File: src/rtl/sfifo_ctrl_if.sv
// Bus bundle between the command-stream writer, the FIFO/tick controller and the
// WISHBONE SFIFO interface. The "slave" modport is the controller's view.
interface sfifo_ctrl_if #(
    parameter int DW  = 16,
    parameter int AW  = 4,
    parameter int BPW = 16
);
    // Write side: a word is taken on a rising edge where wr_i=1 and room exists.
    logic           wr_i;
    logic [DW-1:0]  wr_data_i;
    logic           full_o;

    // Read side: rd_data_o is the head word whenever empty_o=0; rd_i pops it.
    logic           rd_i;
    logic [DW-1:0]  rd_data_o;
    logic           empty_o;
    logic [AW:0]    level_o;

    // Sticky status and base-period tick.
    logic           ovf_o;
    logic           udf_o;
    logic           flag_clr_i;
    logic           bp_en_i;
    logic [BPW-1:0] bp_period_i;
    logic           bp_tick_o;

    modport slave (
        input  wr_i,
        input  wr_data_i,
        output full_o,
        input  rd_i,
        output rd_data_o,
        output empty_o,
        output level_o,
        output ovf_o,
        output udf_o,
        input  flag_clr_i,
        input  bp_en_i,
        input  bp_period_i,
        output bp_tick_o
    );

    modport master (
        output wr_i,
        output wr_data_i,
        input  full_o,
        output rd_i,
        input  rd_data_o,
        input  empty_o,
        input  level_o,
        input  ovf_o,
        input  udf_o,
        output flag_clr_i,
        output bp_en_i,
        output bp_period_i,
        input  bp_tick_o
    );
endinterface

File: src/rtl/sfifo_ctrl.sv
// Single-clock first-word-fall-through sync-word FIFO with sticky over/underflow
// flags and a programmable base-period tick generator for the SFIFO interface.
module sfifo_ctrl #(
    parameter int DW  = 16,
    parameter int AW  = 4,
    parameter int BPW = 16
) (
    input  logic        clk_i,
    input  logic        rst_n_i,
    sfifo_ctrl_if.slave bus
);

    localparam int          DEPTH   = 1 << AW;
    localparam logic [AW:0] DEPTH_C = {1'b1, {AW{1'b0}}};

    // ------------------------------------------------------------------
    // Storage and registered state
    // ------------------------------------------------------------------
    logic [DW-1:0]  mem_q [DEPTH];

    logic [AW-1:0]  wr_ptr_q, wr_ptr_d;
    logic [AW-1:0]  rd_ptr_q, rd_ptr_d;
    logic [AW:0]    count_q,  count_d;
    logic           ovf_q,    ovf_d;
    logic           udf_q,    udf_d;
    logic [BPW-1:0] bp_cnt_q, bp_cnt_d;
    logic           bp_tick_q, bp_tick_d;

    logic           full;
    logic           empty;
    logic           rd_acc;
    logic           wr_acc;
    logic [BPW-1:0] bp_last;

    // All status is derived from the registered count, so there is no path
    // from wr_i/rd_i to any output.
    assign full  = (count_q == DEPTH_C);
    assign empty = (count_q == '0);

    // A pop frees a slot in the same cycle, so a full FIFO still takes a write
    // when it is also being read.
    assign rd_acc = bus.rd_i & ~empty;
    assign wr_acc = bus.wr_i & (~full | rd_acc);

    // ------------------------------------------------------------------
    // Pointer, occupancy and flag next-state
    // ------------------------------------------------------------------
    always_comb begin
        wr_ptr_d = wr_ptr_q;
        rd_ptr_d = rd_ptr_q;
        count_d  = count_q;

        if (wr_acc) begin
            wr_ptr_d = wr_ptr_q + AW'(1);
        end
        if (rd_acc) begin
            rd_ptr_d = rd_ptr_q + AW'(1);
        end

        if (wr_acc && !rd_acc) begin
            count_d = count_q + (AW+1)'(1);
        end else if (rd_acc && !wr_acc) begin
            count_d = count_q - (AW+1)'(1);
        end
    end

    // Clear is applied first so a same-cycle event still leaves the flag set.
    always_comb begin
        ovf_d = ovf_q;
        udf_d = udf_q;

        if (bus.flag_clr_i) begin
            ovf_d = 1'b0;
            udf_d = 1'b0;
        end
        if (bus.wr_i && !wr_acc) begin
            ovf_d = 1'b1;
        end
        if (bus.rd_i && empty) begin
            udf_d = 1'b1;
        end
    end

    // ------------------------------------------------------------------
    // Base-period tick generator
    // ------------------------------------------------------------------
    // Period 0 behaves like period 1; comparing with >= makes a period that
    // drops below the running count fire on the next edge and restart.
    always_comb begin
        bp_last = '0;
        if (bus.bp_period_i != '0) begin
            bp_last = bus.bp_period_i - BPW'(1);
        end
    end

    always_comb begin
        bp_cnt_d  = '0;
        bp_tick_d = 1'b0;

        if (bus.bp_en_i) begin
            if (bp_cnt_q >= bp_last) begin
                bp_cnt_d  = '0;
                bp_tick_d = 1'b1;
            end else begin
                bp_cnt_d  = bp_cnt_q + BPW'(1);
                bp_tick_d = 1'b0;
            end
        end
    end

    // ------------------------------------------------------------------
    // Registers
    // ------------------------------------------------------------------
    always_ff @(posedge clk_i or negedge rst_n_i) begin
        if (!rst_n_i) begin
            wr_ptr_q  <= '0;
            rd_ptr_q  <= '0;
            count_q   <= '0;
            ovf_q     <= 1'b0;
            udf_q     <= 1'b0;
            bp_cnt_q  <= '0;
            bp_tick_q <= 1'b0;
        end else begin
            wr_ptr_q  <= wr_ptr_d;
            rd_ptr_q  <= rd_ptr_d;
            count_q   <= count_d;
            ovf_q     <= ovf_d;
            udf_q     <= udf_d;
            bp_cnt_q  <= bp_cnt_d;
            bp_tick_q <= bp_tick_d;
        end
    end

    // Word storage is intentionally not reset.
    always_ff @(posedge clk_i) begin
        if (wr_acc) begin
            mem_q[wr_ptr_q] <= bus.wr_data_i;
        end
    end

    // ------------------------------------------------------------------
    // Outputs
    // ------------------------------------------------------------------
    assign bus.full_o    = full;
    assign bus.empty_o   = empty;
    assign bus.level_o   = count_q;
    assign bus.rd_data_o = empty ? '0 : mem_q[rd_ptr_q];
    assign bus.ovf_o     = ovf_q;
    assign bus.udf_o     = udf_q;
    assign bus.bp_tick_o = bp_tick_q;

endmodule

File: src/flat_wrapper.sv
// flat-port wrapper written by rule: the top's interface ports become plain ports
module sfifo_ctrl_flat 
#(
    parameter int DW  = 16,
    parameter int AW  = 4,
    parameter int BPW = 16
)
  (clk_i, rst_n_i, bus_wr_i, bus_wr_data_i, bus_full_o, bus_rd_i, bus_rd_data_o, bus_empty_o, bus_level_o, bus_ovf_o, bus_udf_o, bus_flag_clr_i, bus_bp_en_i, bus_bp_period_i, bus_bp_tick_o);
  sfifo_ctrl_if #(.DW(DW), .AW(AW), .BPW(BPW)) bus_i ();
  input  logic clk_i;
  input  logic rst_n_i;
  input wire logic [$bits(bus_i.wr_i)-1:0] bus_wr_i;
  input wire logic [$bits(bus_i.wr_data_i)-1:0] bus_wr_data_i;
  output wire logic [$bits(bus_i.full_o)-1:0] bus_full_o;
  input wire logic [$bits(bus_i.rd_i)-1:0] bus_rd_i;
  output wire logic [$bits(bus_i.rd_data_o)-1:0] bus_rd_data_o;
  output wire logic [$bits(bus_i.empty_o)-1:0] bus_empty_o;
  output wire logic [$bits(bus_i.level_o)-1:0] bus_level_o;
  output wire logic [$bits(bus_i.ovf_o)-1:0] bus_ovf_o;
  output wire logic [$bits(bus_i.udf_o)-1:0] bus_udf_o;
  input wire logic [$bits(bus_i.flag_clr_i)-1:0] bus_flag_clr_i;
  input wire logic [$bits(bus_i.bp_en_i)-1:0] bus_bp_en_i;
  input wire logic [$bits(bus_i.bp_period_i)-1:0] bus_bp_period_i;
  output wire logic [$bits(bus_i.bp_tick_o)-1:0] bus_bp_tick_o;
  assign bus_i.wr_i = bus_wr_i;
  assign bus_i.wr_data_i = bus_wr_data_i;
  assign bus_full_o = bus_i.full_o;
  assign bus_i.rd_i = bus_rd_i;
  assign bus_rd_data_o = bus_i.rd_data_o;
  assign bus_empty_o = bus_i.empty_o;
  assign bus_level_o = bus_i.level_o;
  assign bus_ovf_o = bus_i.ovf_o;
  assign bus_udf_o = bus_i.udf_o;
  assign bus_i.flag_clr_i = bus_flag_clr_i;
  assign bus_i.bp_en_i = bus_bp_en_i;
  assign bus_i.bp_period_i = bus_bp_period_i;
  assign bus_bp_tick_o = bus_i.bp_tick_o;
  sfifo_ctrl #(.DW(DW), .AW(AW), .BPW(BPW)) u_core (.clk_i(clk_i), .rst_n_i(rst_n_i), .bus(bus_i));
endmodule
File: config.mk
export PLATFORM = sky130hd
export DESIGN_NAME = sfifo_ctrl_flat
export DESIGN_NICKNAME = d
export VERILOG_FILES = /design/src/rtl/sfifo_ctrl_if.sv /design/src/rtl/sfifo_ctrl.sv /design/src/flat_wrapper.sv
export SDC_FILE = /design/constraint.sdc
export NUM_CORES = 1
export LEC_CHECK = 0
export ABC_CLOCK_PERIOD_IN_PS = 5000
export BUFFER_PORTS_ARGS = -buffer_cell sky130_fd_sc_hd__buf_2
export CORE_UTILIZATION = 50
export DETAILED_ROUTE_END_ITERATION = 7
export PLACE_DENSITY = 0.77
export REMOVE_ABC_BUFFERS = 1
export SKIP_CTS_REPAIR_TIMING = 1
export SLEW_MARGIN = 15
export SYNTH_ARGS = -nofsm -noshare
export SYNTH_HDL_FRONTEND = slang
export SYNTH_SLANG_ARGS = --single-unit
File: constraint.sdc
create_clock -name clk_i -period 5 [get_ports clk_i]
set_clock_uncertainty 0.15 [all_clocks]
set_input_delay 0.5 -clock clk_i [delete_from_list [all_inputs] [get_ports clk_i]]
set_output_delay 0.5 -clock clk_i [all_outputs]
set_load 0.05 [all_outputs]
==> results of run 1 <==
==> kinds of logic (layout without fill, tap and decap cells) <==
kind of cell,after synthesis,in the layout
and+or+nand+nor,125,125
muxes,97,97
adders and majority gates,29,29
DFF,288,288
buffers and inverters,41,135
xor gates and xnor gates,37,37
AOI/OAI and AO/OA,43,43
other,0,1
==> cells in the mapped netlist, drive strengths merged <==
cell type  count
nand2b         4
a21o           2
ha            28
nand3          8
clkbuf        11
nor2          28
and3           5
a211oi         1
mux2i         32
buf           14
nor3           7
xnor2         18
nor4           1
mux2           1
dfrtp         32
nand4          6
and2          19
nand2         34
a21boi         1
o21a           1
o32ai          1
nand4b         1
inv           15
xor2          19
o41a           1
o22ai         16
or3            4
a21oi          9
edfxtp       256
and4           1
o21bai         1
o21ai          8
clkinv         1
mux4          64
a2111oi        2
nor3b          3
fa             1
or4            4
==> through the flow <==
step | util, % | area (µm²) | setup slack, ns | power, mW
2_1_floorplan | - | 11900 | 0.335 | 5.02
3_3_place_gp | 53.8 | 12700 | 0.577 | 5.57
3_5_place_dp | 53.8 | 12700 | 0.320 | 5.66
4_1_cts | 57.9 | 13600 | 0.887 | 7.84
5_1_grt | 57.9 | 13600 | 0.587 | 8.09
6_report | 58.0 | 13600 | 0.875 | 7.76
==> state kept, by name, summed over array words and instances, names as in the netlist <==
signal / cells
u_core.wr_ptr_q: 4
u_core.bus.bp_tick_o: 1
u_core.bus.level_o: 5
u_core.bus.ovf_o: 1
u_core.mem_q: 256
u_core.rd_ptr_q: 4
u_core.bp_cnt_q: 16
u_core.bus.udf_o: 1
==> report_power, final <==
part           total (mW)  leakage [nW]  internal [mW]  switching [mW]
clock network        2.18         0.472           1.31           0.866
registers            3.12          2.73           2.90           0.214
logic                2.47          1.61          0.943            1.53
==> per-layer routing <==
metal  track usage (%)  vias to the layer above
li1                  -                     2755
met1              28.4                     3239
met2              37.2                      235
met3              3.08                       46
met4              5.36                        0
met5                 0                        -
==> area by class of cell <==
| cell class | count | share of cell area (%) |
|---|---|---|
| flip-flops and latches | 288 | 62.3 |
| multi-input cells | 331 | 24.7 |
| clock buffers | 33 | 5.43 |
| well taps | 319 | 2.93 |
| repair buffers | 68 | 2.70 |
| clock inverters | 18 | 1.56 |
| inverters | 16 | 0.440 |
| diodes | 1 | 0.0183 |
==> how the worst max path moves through the flow <==
stage / from / end / slack (ns) / depth (start not counted)
2_1_floorplan: u_core.rd_ptr_q[0] / bus_rd_data_o[0] / 0.33 / 3
3_3_place_gp: bus_bp_period_i[9] / u_core.bp_cnt_q[15] / 0.58 / 11
3_5_place_dp: bus_bp_period_i[9] / u_core.bp_cnt_q[2] / 0.32 / 11
4_1_cts: bus_bp_period_i[9] / u_core.bp_cnt_q[12] / 0.89 / 11
5_1_grt: bus_bp_period_i[9] / u_core.bp_cnt_q[12] / 0.59 / 11
6_report: bus_bp_period_i[9] / u_core.bp_cnt_q[12] / 0.88 / 11
==> impl_metrics.tcl, run 1 <==
set metrics [dict create \
    fin_setup_tns_ns 0 \
    ir_worst_vdd_mv 0.354 \
    worst-path-buf-inv 1 \
    cts.sinks 288 \
    met2WireLength_mm 12.8 \
    drive_gt1_share_pct 24.0 \
    crit_type "in2reg" \
    synthXorXnorAreaFrac_pct 2.70 \
    vias 6275 \
    routed_via_density 5.84 \
    max_stage_delay_ns 0.87 \
    core-area_mm2 0.0235 \
    worstPathRequired_ns 5.20 \
    end_kind "register" \
    final_common_cell "edfxtp_1" \
    cts_max_level 1 \
    timing.hold.ws_ns 0.0472 \
    grt_pass1_vias 6656 \
    cts-root-buf "clkbuf_16" \
    wirelength_mm 25.1 \
    gp_congestion 0.783 \
    gr-total-overflow 0 \
    route.met3.wl_mm 1.59 \
    yosys.area.top_type "edfxtp_1" \
    synthTopCellsByArea "edfxtp_1 (64%), mux4_2 (12%), dfrtp_1 (6.7%), ha_1 (2.9%), mux2i_1 (2.7%)" \
    num_io_pins 64 \
    rr_worst_depth 12 \
    finalCritPeriodShare_pct 82.5 \
    synth_simple_gate_area_share_pct 5.24 \
    drt_iter0_markers 515 \
    dpl.cell_count 1021 \
    drc 0 \
    clock.fmax_mhz 242 \
    grt_pass1_wl_mm 38.7 \
    worst_ep_arrival_time_ns 4.33 \
    tightestPinTransition_ns 1.19 \
    leakagePower_nw 4.81 \
    min_from "bus_flag_clr_i" \
    cts_tree "done" \
    cp_max_fo 16 \
    cts_buffers 28 \
    grt_max_degree 38 \
    synth_top_family_by_area "multiplexers" \
    slowest_stage "o21ai_1" \
    timing.rr.start "u_core.bus.level_o[0]" \
    start_util_pct 51.0 \
    antenna_found_initial 1 \
    crit_family "simple AND/OR/NAND/NOR gates" \
    netlist_area_mm2 0.0120 \
    synthMuxAreaShare_pct 14.8 \
    worstSkewPairLatency_ns 0.53 \
    hold_end "u_core.bus.ovf_o" \
    clkSlewWorstSetupHoldPaths_ns 0.06 \
    wl_per_cell_um 23.3 \
    setup_violations 0 \
    final_cells 1074 \
    synth_top_area_share_pct 64.0 \
    fill_cells 1758 \
    r2r_end "u_core.bus.level_o[4]" \
    clockBufferDepth 3 \
    yosys_warnings 0 \
    max_slew_margin_pct 20.8 \
    holdPathStages 2 \
    top_layer_used "met4" \
    start_kind "input port" \
    seq_area_frac_synth_pct 70.7 \
    slew_viol_final 0 \
    layout_min_cycle_time_ns 4.12 \
    mostFrequentLayoutCells "edfxtp_1 (256), mux4_2 (64), buf_2 (63)" \
    firstDrtPassIters 5 \
    power.density_mw_per_mm2 569 \
    synth.avg_cell_area_um2 18.2 \
    dieArea_mm2 0.0247 \
    hold_viol 0 \
    outcome "finished clean" \
    path_common_cell "or4_4" \
    grt_setup_unrepaired "no" \
    min_path_type "in2reg" \
    layout.nets 800 \
    die_w_um 157 \
    wl_met1_mm 10.2 \
    synthCells 660 \
    timing.max_cap.violations 0 \
    ys_types 41 \
    multi_input_area_mm2 0.00337 \
    reg2reg_slack_ns 1.42 \
    synth-adder-area-share_pct 3.08 \
    track_usage_pct 21.3 \
    num_rows 56 \
    synth-compound-area-share_pct 2.23 \
    path_cells "buf_2, or4_4, or4_4, or3_1, and2_1, ha_1, nand2b_1, a2111oi_0, o41a_1, o21ai_1, nor2_1" \
    dp_hpwl_mm 14.3 \
    chipHeight_um 157 \
    regArea_mm2 0.00849 \
    synth_seq_cells 288 \
    portBuffers 63 \
    area_delta_synth_final_pct 13.6 \
    ant_nets 0 \
]
Note: power is estimated with default switching activity, not from simulation.
==> inputs of run 2 (changes only) <==
--- a/config.mk
+++ b/config.mk
@@ -5,11 +5,11 @@
 export SDC_FILE = /design/constraint.sdc
 export NUM_CORES = 1
 export LEC_CHECK = 0
-export ABC_CLOCK_PERIOD_IN_PS = 5000
+export ABC_CLOCK_PERIOD_IN_PS = 3620
 export BUFFER_PORTS_ARGS = -buffer_cell sky130_fd_sc_hd__buf_2
 export CORE_UTILIZATION = 50
 export DETAILED_ROUTE_END_ITERATION = 7
-export PLACE_DENSITY = 0.77
+export PLACE_DENSITY = 0.8
 export REMOVE_ABC_BUFFERS = 1
 export SKIP_CTS_REPAIR_TIMING = 1
 export SLEW_MARGIN = 15
==> constraint.sdc (replaced) <==
create_clock -name clk_i -period 3.62 [get_ports clk_i]
set_clock_uncertainty 0.15 [all_clocks]
set_input_delay 0.362 -clock clk_i [delete_from_list [all_inputs] [get_ports clk_i]]
set_output_delay 0.362 -clock clk_i [all_outputs]
set_load 0.05 [all_outputs]
==> impl_metrics.tcl, run 2 (synthesized netlist as in run 1, its figures left out) <==
set metrics [dict create \
    end_kind "primary output" \
    layout.nets 834 \
    drc 0 \
    wl_met1_mm 10.2 \
    worst-path-buf-inv 2 \
    hold_viol 0 \
    routed_via_density 5.77 \
    setup_violations 0 \
    worst_ep_arrival_time_ns 2.85 \
    cts_tree "done" \
    gp_congestion 0.791 \
    wl_per_cell_um 23.2 \
    grt_pass1_wl_mm 38.5 \
    fin_setup_tns_ns 0 \
    cts.sinks 288 \
    worstSkewPairLatency_ns 0.54 \
    largest_register_ffs 256 \
    firstDrtPassIters 4 \
    path_cells "nor4_1, nand2b_1, nand2_1, buf_4, o22ai_1, buf_2" \
    design_power_total_mw 10.9 \
    ant_nets 0 \
    num_io_pins 64 \
    slowest_stage "nand2_1" \
    gr-total-overflow 0 \
    dieArea_mm2 0.0247 \
    fin_ws_ns 0.254 \
    finalCritPeriodShare_pct 93.0 \
    clkSlewWorstSetupHoldPaths_ns 0.07 \
    tightestPinTransition_ns 1.19 \
    rr_worst_depth 13 \
    place_ws_ns -0.278 \
    outcome "finished clean" \
    max_slew_margin_pct 20.4 \
    wirelength_mm 25.8 \
    layout_min_cycle_time_ns 3.37 \
    portBuffers 63 \
    max_stage_delay_ns 0.55 \
    power.density_mw_per_mm2 782 \
    mostFrequentLayoutCells "edfxtp_1 (256), mux4_2 (64), buf_2 (63)" \
    core-area_mm2 0.0235 \
    clockBufferDepth 3 \
    chipHeight_um 157 \
    start_kind "register" \
    grt_max_degree 33 \
    postLayoutCoreUtil_pct 59.2 \
    worst-path-stages 6 \
    grt_pass1_vias 6560 \
    dpl.cell_count 1051 \
    start_util_pct 51.0 \
    drive_gt1_share_pct 26.7 \
    cts-root-buf "clkbuf_16" \
    die_w_um 157 \
    top_layer_used "met5" \
    route.met3.wl_mm 1.80 \
    multi_input_area_mm2 0.00336 \
    crit_family "simple AND/OR/NAND/NOR gates" \
    timing.max_cap.violations 0 \
    cts_buffers 28 \
    slew_viol_final 0 \
    final_cells 1108 \
    holdPathStages 1 \
    antenna_found_initial 1 \
    area_delta_synth_final_pct 16.1 \
    worstPathRequired_ns 3.11 \
    fill_cells 1741 \
    dp_hpwl_mm 14.4 \
    crit_type "reg2out" \
    clock.fmax_mhz 297 \
    min_path_type "in2reg" \
    regArea_mm2 0.00849 \
    diodes 0 \
    grt_setup_unrepaired "no" \
    ir_worst_vdd_mv 0.608 \
    vias 6392 \
    num_rows 56 \
    cts_max_level 1 \
    cp_max_fo 9 \
    met2WireLength_mm 13.1 \
    final_common_cell "edfxtp_1" \
    reg2reg_slack_ns 0.41 \
    track_usage_pct 21.7 \
    drt_iter0_markers 488 \
    top_register "u_core.mem_q" \
    leakagePower_nw 4.98 \
]
## run 2: changes by cell type in the layout (fill, tap and decap cells not counted), sizes merged
cell and change:
inv +1, dlygate4sd3 +4, clkinv -4, diode -1, buf +30, bufinv -1, clkinvlp +3, clkbuf +2
## run 2: cell type report
class	count	area share, %
timing repair buffer	102	4.72
tap	319	2.86
sequential	288	60.9
clock buffer	35	5.36
multi-input combinational	331	24.1
clock inverter	17	1.58
inverter	16	0.431
## run 2: final timing paths
path / to / from
max in group asynchronous: u_core.rd_ptr_q[0] / rst_n_i
worst min register to register: u_core.bus.udf_o / u_core.bus.udf_o
min in group asynchronous: u_core.rd_ptr_q[0] / rst_n_i
worst max register to register: u_core.bus.level_o[4] / u_core.bus.level_o[0]
worst min-delay path: u_core.mem_q[6][7] / bus_wr_data_i[7]
worst max-delay path: bus_rd_data_o[9] / u_core.bus.level_o[0]
## run 2: through the flow
step / instance area [µm²] / hold slack (ns)
floorplan: 11900 / -0.0836
global placement: 12900 / 0.300
detailed placement: 12900 / 0.317
CTS: 13900 / -0.246
global route: 13900 / 0.0104
finish: 13900 / 0.0238
## run 2: report_power, final
group | switching (mW) | internal, mW | leakage, nW
logic | 2.15 | 1.41 | 1.79
clock network | 1.24 | 1.76 | 0.464
registers | 0.328 | 4.00 | 2.73
total | 3.72 | 7.18 | 4.98
## run 2: layer usage
layer	global-route usage [%]	vias to the layer above
li1	-	2815
met1	28.2	3283
met2	36.9	248
met3	4.30	44
met4	6.52	2
met5	0	-
==> inputs of run 3 (changes only) <==
--- a/config.mk
+++ b/config.mk
@@ -5,11 +5,14 @@
 export SDC_FILE = /design/constraint.sdc
 export NUM_CORES = 1
 export LEC_CHECK = 0
+export ABC_AREA = 1
 export ABC_CLOCK_PERIOD_IN_PS = 3620
 export BUFFER_PORTS_ARGS = -buffer_cell sky130_fd_sc_hd__buf_2
+export CORE_MARGIN = 8
 export CORE_UTILIZATION = 50
 export DETAILED_ROUTE_END_ITERATION = 7
 export PLACE_DENSITY = 0.8
+export RECOVER_POWER = 100
 export REMOVE_ABC_BUFFERS = 1
 export SKIP_CTS_REPAIR_TIMING = 1
 export SLEW_MARGIN = 15
==> impl_metrics.tcl, run 3 <==
set metrics [dict create \
    die_w_um 176 \
    diodes 0 \
    drt_iter0_markers 1018 \
    cts.sinks 288 \
    final_cells 1640 \
    dieArea_mm2 0.0310 \
    grt_pass1_vias 9091 \
    ys_types 31 \
    ys.flop_type "edfxtp_1" \
    ant_nets 0 \
    wl_per_cell_um 18.4 \
    layout_min_cycle_time_ns 3.41 \
    synth_seq_cells 288 \
    gr-total-overflow 0 \
    vias 9239 \
    synthCells 1210 \
    firstDrtPassIters 5 \
    mostFrequentLayoutCells "nand2_1 (408), edfxtp_1 (256), nand3_1 (221)" \
    layout.nets 1354 \
    num_rows 58 \
    worst_ep_arrival_time_ns 2.90 \
    synthTopCellsByArea "edfxtp_1 (60%), nand2_1 (12%), nand3_1 (8.6%), dfrtp_1 (6.2%), ha_1 (2.7%)" \
    dpl.cell_count 1581 \
    hold_viol 0 \
    cts-root-buf "clkbuf_16" \
    final_common_cell "nand2_1" \
    ir_worst_vdd_mv 0.732 \
    grt_max_degree 131 \
    power.density_mw_per_mm2 824 \
    finalCritPeriodShare_pct 94.2 \
    track_usage_pct 19.2 \
    fill_cells 1985 \
    chipHeight_um 176 \
    clockBufferDepth 3 \
    outcome "finished, violations left" \
    max_slew_margin_pct -25.7 \
    postLayoutCoreUtil_pct 58.2 \
    synth_edf_count 256 \
    worstSkewPairLatency_ns 0.56 \
    netlist_area_mm2 0.0128 \
    core-area_mm2 0.0252 \
    async_flop_share_pct 11.1 \
    end_kind "primary output" \
    crit_type "reg2out" \
    synth_top_area_share_pct 60.0 \
    antenna_found_initial 1 \
    clock.fmax_mhz 293 \
    wirelength_mm 30.2 \
    num_io_pins 64 \
    seq_area_frac_synth_pct 66.2 \
    synth_commonest_cells "nand2_1 (408), edfxtp_1 (256), nand3_1 (221)" \
    multi_input_area_mm2 0.00382 \
    gp_congestion 0.829 \
    slew_viol_final 33 \
    worstPathRequired_ns 3.11 \
    grt_setup_unrepaired "no" \
    drc 0 \
    design_power_total_mw 12.1 \
    regArea_mm2 0.00849 \
    tightestPinTransition_ns 1.89 \
    clkSlewWorstSetupHoldPaths_ns 0.06 \
    top_register "u_core.mem_q" \
    largest_register_ffs 256 \
    dp_hpwl_mm 17.3 \
    setup_violations 0 \
    start_util_pct 50.9 \
    grt_pass1_wl_mm 47.8 \
    yosys.area.top_type "edfxtp_1" \
    portBuffers 63 \
    start_kind "register" \
    drive_gt1_share_pct 8.70 \
    cts_tree "done" \
    area_delta_synth_final_pct 14.4 \
    routed_via_density 5.63 \
    cp_max_fo 14 \
    min_path_type "in2reg" \
    cts_max_level 1 \
    yosys_warnings 0 \
    leakagePower_nw 5.74 \
    violations "capacitance limit, slew limit" \
    cts_buffers 29 \
    place_ws_ns 0.435 \
    timing.max_cap.violations 1 \
    post-synth-top-count-cell "nand2_1" \
    fin_ws_ns 0.209 \
    synth.avg_cell_area_um2 10.6 \
]
-- run 3: changes by cell type after synthesis, sizes merged, moves of 11 or more --
cell,change
nand2,+374
inv,+41
buf,+37
mux4,-64
and2,-19
xnor2,-11
o22ai,-15
mux2i,-32
nand3,+213
a21oi,+15
nor2,+38
-- run 3: cell type report --
class	count	share of cell area, %
clock buffer	32	5.03
sequential	288	57.9
inverter	58	1.49
tap	330	2.82
timing repair buffer	101	3.82
multi-input combinational	809	26.1
clock inverter	22	2.82
-- run 3: where the power goes --
part           switching, mW  internal (mW)
Sequential             0.141           3.99
Combinational           3.28           1.14
Clock                   1.27           2.26
Total                   4.69           7.39
-- run 3: kinds of logic after synthesis --
logic type / synth area share [%]
buffers and inverters: 4.03
xor gates and xnor gates: 1.50
AOI/OAI and AO/OA: 1.80
DFF: 66.2
and+or+nand+nor: 23.6
adders and majority gates: 2.89
-- run 3: worst paths after layout --
path | from | endpoint | slack (ns) | depth (start not counted)
max | u_core.bus.level_o[0] | bus_rd_data_o[15] | 0.21 | 6
min | bus_wr_data_i[11] | u_core.mem_q[7][11] | 0.14 | 1
max reg2reg | u_core.bus.level_o[0] | u_core.mem_q[1][10] | 0.50 | 8
min reg2reg | u_core.bp_cnt_q[0] | u_core.bp_cnt_q[0] | 0.35 | 1
max in group asynchronous | rst_n_i | u_core.rd_ptr_q[0] | 1.28 | 2
min in group asynchronous | rst_n_i | u_core.bp_cnt_q[2] | 0.72 | 2
-- run 3: per-layer routing --
metal / global-route usage (%) / vias to the layer above / part of all wire, %
met1: 24.3 / 4445 / 40
li1: - / 4299 / -
met5: 0 / - / 0.026
met2: 32.6 / 409 / 49
met3: 3.52 / 84 / 8.4
met4: 6.99 / 2 / 3.1
-- run 3: per-stage QoR --
stage	hold slack [ns]	setup TNS [ns]	area, µm²
after floorplan	-0.0836	-22.48	12500
after CTS	-0.252	0	14800
after global placement	0.316	0	13600
after global routing	0.152	0	14700
after detailed placement	0.335	0	13600
final	0.136	0	14700
-- run 3: worst max-delay path, stage by stage, from the launching register on --
cell      delay (ns)
dfrtp_1         0.46
inv_1           0.09
nand4_1         0.13
clkinv_1        0.71
clkbuf_1        0.32
a21oi_1         0.13
clkbuf_1        0.49
